### src/rtl/deserializer_fsm.sv
// LSB-first bit-serial to LENGTH-bit parallel receiver with valid/ready on both sides.
// Latency: word valid right after the edge accepting its last bit; DESERIALIZER_SKID_EN overlaps the next word with the held one.
// Backpressure: held word stays until i_ready; o_ready drops while held (or only at the last bit with skid).
module deserializer_fsm #(
    parameter int LENGTH = 24
) (
    input  logic              i_clk,
    input  logic              i_rst_n,
    input  logic              i_en,
    input  logic              i_din,
    input  logic              i_din_valid,
    output logic              o_ready,
    output logic [LENGTH-1:0] ov_dout,
    output logic              o_dout_valid,
    input  logic              i_ready
);

    localparam int CW = $clog2(LENGTH);

    typedef enum logic [2:0] {
        IDLE = 3'b001,
        RX   = 3'b010,
        FULL = 3'b100
    } state_t;

    state_t            state, state_nxt;
    logic [LENGTH-1:0] shift_q, shift_nxt, dout_nxt;
    logic [CW-1:0]     cnt_q, cnt_nxt;
    logic              dout_valid_nxt;
    logic              accept, consume, last_bit;

    always_ff @(posedge i_clk or negedge i_rst_n) begin
        if (!i_rst_n) begin
            state        <= IDLE;
            shift_q      <= '0;
            cnt_q        <= '0;
            ov_dout      <= '0;
            o_dout_valid <= 1'b0;
        end else begin
            state        <= state_nxt;
            shift_q      <= shift_nxt;
            cnt_q        <= cnt_nxt;
            ov_dout      <= dout_nxt;
            o_dout_valid <= dout_valid_nxt;
        end
    end

    always_comb begin
        state_nxt      = state;
        o_ready        = 1'b0;
        shift_nxt      = shift_q;
        cnt_nxt        = cnt_q;
        dout_nxt       = ov_dout;
        dout_valid_nxt = o_dout_valid;
        last_bit       = (cnt_q == CW'(LENGTH - 1));
        consume        = i_en & o_dout_valid & i_ready;

        case (state)
            IDLE: begin
                if (i_en)
                    state_nxt = RX;
            end
            RX: begin
`ifdef DESERIALIZER_SKID_EN
                // Final bit may only land if the held word leaves on the same edge.
                o_ready = !(last_bit && o_dout_valid && !i_ready);
`else
                o_ready = 1'b1;
`endif
            end
            FULL: begin
                if (consume)
                    state_nxt = RX;
            end
            default: state_nxt = IDLE;
        endcase

        accept = i_en & o_ready & i_din_valid;

        if (consume)
            dout_valid_nxt = 1'b0;

        if (accept) begin
            shift_nxt = {i_din, shift_q[LENGTH-1:1]};
            if (last_bit) begin
                dout_nxt       = {i_din, shift_q[LENGTH-1:1]};
                dout_valid_nxt = 1'b1;
                cnt_nxt        = '0;
`ifndef DESERIALIZER_SKID_EN
                state_nxt      = FULL;
`endif
            end else begin
                cnt_nxt = cnt_q + 1'b1;
            end
        end
    end

endmodule

### config.mk
export PLATFORM = sky130hd
export DESIGN_NAME = deserializer_fsm
export DESIGN_NICKNAME = d
export VERILOG_FILES = /design/src/rtl/deserializer_fsm.sv
export SDC_FILE = /design/constraint.sdc
export NUM_CORES = 1
export LEC_CHECK = 0
export CORE_AREA = 3 3 66 68
export CTS_BUF_LIST = sky130_fd_sc_hd__clkbuf_2 sky130_fd_sc_hd__clkbuf_4 sky130_fd_sc_hd__clkbuf_8
export DETAILED_ROUTE_END_ITERATION = 12
export DIE_AREA = 0 0 69 71
export HOLD_SLACK_MARGIN = 0.08
export PLACE_DENSITY = 0.85
export SETUP_SLACK_MARGIN = 0.05
export SYNTH_ARGS = -nofsm -noshare
export SYNTH_HDL_FRONTEND = slang
export SYNTH_SLANG_ARGS = --single-unit
### constraint.sdc
create_clock -name i_clk -period 3.3 [get_ports i_clk]
set_input_delay 0.66 -clock i_clk [delete_from_list [all_inputs] [get_ports i_clk]]
set_output_delay 0.66 -clock i_clk [all_outputs]
set_load 0.1 [all_outputs]
Word level (Yosys, flattened, before mapping)
Index checks and enable logic that the tools add are counted.
{"block": "word_totals", "regBits": 57, "in_bits": 6, "output_inout_bits": 26, "wordCells": 25}
{"block": "classes", "n_mux": 10, "bitwise_logic": 4, "n_eq_ne": 4, "reduce_logical": 1, "n_addsub": 1}
{"op": "two-way mux 3 bit", "n": 4}
{"op": "case mux 3 bit (3 select lines)", "n": 1}
{"op": "adder 5 x 1 -> 5 bit (second input constant)", "n": 1}
{"op": "equality test 5 bit (second input constant)", "n": 1}
{"op": "two-way mux 5 bit", "n": 1}
{"op": "AND 1 bit", "n": 4}
{"op": "two-way mux 1 bit", "n": 4}
{"op": "equality test 3 x 1 -> 1 bit (second input constant)", "n": 1}
{"op": "equality test 3 x 2 -> 1 bit (second input constant)", "n": 1}
{"op": "equality test 3 bit (second input constant)", "n": 1}
{"op": "AND reduction 2 bit", "n": 1}

Depth between registers and ports, before layout
{"block": "depth", "ltp_word": 6, "depth_mapped": 5, "depth_no_buf": 4}

Worst setup path after synthesis
Ideal clock, no wire load.
{"block": "synth_path", "path_type": "register to output", "start": "register state[2]", "end": "output o_ready", "path_slack_ns": 1.132, "path_stages_with_launch": 4, "t_arrival_ns": 1.508, "path_buffers": 1, "path_cell_list": "dfrtp_1 or3b_1 buf_6 inv_1"}
{"block": "synth_via", "elab_chain_cells": 2}
{"item": "from (decl)", "line_no": "26", "text": "state_t state, state_nxt;"}
{"item": "from (signal assigned)", "line_no": "40", "text": "state <= state_nxt;"}
{"item": "equality test 3 x 2 -> 1 bit", "line_no": "58", "text": "case (state)"}
{"item": "two-way mux 1 bit", "line_no": "58"}
{"item": "to (decl)", "line_no": "12", "text": "output logic o_ready,"}
No other way between the ends.

Final worst setup path
Ends and elaborated chain as after synthesis.

==> impl_metrics.tcl <==
set metrics [dict create \
    ys_ff_latch 56 \
    synth_nets 151 \
    crit_required_ns 2.64 \
    wirelength_mm 3.85 \
    track_usage_pct 17.5 \
    grt_max_degree 30 \
    cts_buffer_depth 2 \
    hold_class "in -> async" \
    cp.arrival_ns 1.69 \
    drc_errors 0 \
    vias_per_cell 5.43 \
    fin_skew_ns 0.00266 \
    ant_nets 0 \
    period_needed_ns 2.35 \
    portBuffers 31 \
    drive_gt1_share_pct 50.8 \
    synthArstFlopShare_pct 100 \
    crit_path_start_kind "flip-flop" \
    synth_top_area_share_pct 60.0 \
    fmax_mhz 426 \
    r2r-start "state[2]" \
    postSynthAreaPerCell_um2 15.9 \
    initialDrtViolationCount 88 \
    r2r_cells 4 \
    cts.clk_slew.worst_paths_ns 0.09 \
    cts_made_buffers 5 \
    start_util_pct 58.6 \
    status "completed" \
    cts_resized 0 \
    ys_types 29 \
    setup_slack_ns 0.952 \
    synth_top_cell_by_area "dfrtp_1" \
    synth.most_common_cell "dfrtp_1" \
    pin_count 32 \
    cp_max_fo 7 \
    postCtsHoldBufs 0 \
    wl_per_cell_um 16.7 \
    antenna_found_initial 0 \
    rrSetupSlack_ns 1.24 \
    cts_setup_buffers 0 \
    crit_type "reg -> out" \
    max_slew_margin_pct 58.9 \
    cts_max_level 2 \
    synth_common_cells "55 x dfrtp_1, 32 x mux2_2, 17 x mux2_4, 4 x nand3_1, 4 x o21ai_0" \
    dpl.hpwl_mm 2.64 \
    grt_pass1_wl_mm 6.72 \
    first_pass_iters 4 \
    r2r_end "ov_dout[6]" \
    max_cap_viol_count 0 \
    setup-tns-final_ns 0 \
    multi_input_area_um2 825 \
    dr_total_vias 1254 \
    synth-main-ff-cell "dfrtp_1" \
    clock-sinks 56 \
    gp_congestion 0.712 \
    nets 187 \
    ff_latch_area_um2 1400 \
    die_height_um 71 \
    leakagePower_nw 1.36 \
    die_x_um 69 \
    synth_enable_flop_cells 0 \
    setup_viol 0 \
    power_density_nw_per_um2 501 \
    post-place-ws_ns 0.726 \
    hold_viol 0 \
    syn2layout_area_growth_pct 15.7 \
    finalCritPeriodShare_pct 71.1 \
    rsz0062_at_grt "false" \
    cts_root_buf "clkbuf_8" \
    critPathCaptureType "primary output" \
    instances_no_fill 231 \
    netlist_instances 144 \
    cts_tree "done" \
    die_area_um2 4900 \
    fillers 289 \
    coreArea_um2 3910 \
    worst_ir_drop_vdd_v 0.000270 \
    synth_area_leaders "dfrtp_1 60%, mux2_2 16%, mux2_4 11%" \
    tightest_slew_ns 0.616 \
    drv_slew 0 \
    clk_latency_ns 0.31 \
    yosys_warnings 0 \
    num_antenna_cells 0 \
    rows 23 \
    dp_cells 223 \
    ys_seq_area_share_pct 61.2 \
    grt_pass1_vias 1318 \
    overflow 0 \
    syn_area_um2 2290 \
]
==> cell type report <==
type	instances	area share, %
Clock buffer	6	3.11
Inverter	2	0.283
Clock inverter	2	0.377
Multi-Input combinational cell	81	31.1
Sequential cell	56	52.9
Timing Repair Buffer	34	9.91
Tap cell	50	2.36
==> placed cells by master, fill, tap and decap left out <==
| cell type | n |
|---|---|
| inv_1 | 2 |
| mux2_2 | 32 |
| ha_1 | 1 |
| o21ai_0 | 4 |
| nand4_1 | 1 |
| dfstp_2 | 1 |
| nand3b_1 | 1 |
| nor2b_1 | 1 |
| nand4b_1 | 1 |
| nor3_4 | 1 |
| nor3_1 | 2 |
| buf_2 | 1 |
| mux2_4 | 17 |
| clkdlybuf4s50_1 | 4 |
| or2b_1 | 1 |
| a31oi_1 | 1 |
| buf_4 | 29 |
| dfrtp_1 | 55 |
| nor3b_1 | 1 |
| a21oi_1 | 2 |
| a21o_1 | 1 |
| or3b_1 | 1 |
| clkbuf_8 | 6 |
| clkinv_2 | 2 |
| a21o_2 | 2 |
| nand2_1 | 3 |
| nand3_1 | 4 |
| nor2_2 | 1 |
| and2_1 | 1 |
| nor2_1 | 1 |
| xnor2_1 | 1 |
==> flip-flops by register name, indices dropped and copies added (netlist names) <==
register      flops
ov_dout          24
state             3
shift_q          23
cnt_q             5
o_dout_valid      1
==> metrics by stage <==
stage	util [%]	hold WS, ns	power [mW]	cell area, um^2
3_5_place_dp	65.4	0.496	0.964	2560
4_1_cts	67.8	0.367	1.34	2650
5_1_grt	67.8	0.392	1.40	2650
6_report	67.8	0.357	1.33	2650
3_3_place_gp	65.4	0.486	0.944	2560
2_1_floorplan	-	0.364	0.910	2290
==> cells by family (layout without fill, tap and decap cells) <==
family,Yosys count,count (layout),synth area share (%)
compound gates,10,10,2.67
xor+xnor,1,1,0.382
fa+ha+maj,1,1,0.545
buf+inv,7,44,3.00
flops,56,56,61.2
mux,49,49,26.8
simple gates,20,20,5.40
==> worst max-delay path by stage <==
stage	startpoint	end	slack, ns	cells after the start
2_1_floorplan	state[2]	o_ready	1.13	3
3_3_place_gp	i_en	ov_dout[2]	0.82	5
3_5_place_dp	i_en	ov_dout[6]	0.73	5
4_1_cts	state[2]	o_ready	0.92	3
5_1_grt	state[2]	o_ready	0.86	3
6_report	state[2]	o_ready	0.95	3
==> power by group <==
part           leakage [nW]  total [mW]  switching, mW  internal, mW
logic                 0.537       0.166         0.0989        0.0671
clock network        0.0510       0.381          0.213         0.168
registers             0.771       0.783         0.0441         0.738
==> worst max-delay path: stages (launching register included) <==
cell and delay [ns]:
dfrtp_1 0.41, or3b_1 0.53, inv_1 0.14, buf_4 0.30
==> metal layers <==
metal / share of wire (%) / track usage (%) / up-vias
li1: - / - / 578
met1: 44 / 22.2 / 639
met2: 49 / 28.2 / 28
met3: 5.2 / 5.82 / 9
met4: 1.7 / 6.51 / 0
met5: 0 / 0 / -
Note: power is estimated with default switching activity, not from simulation.
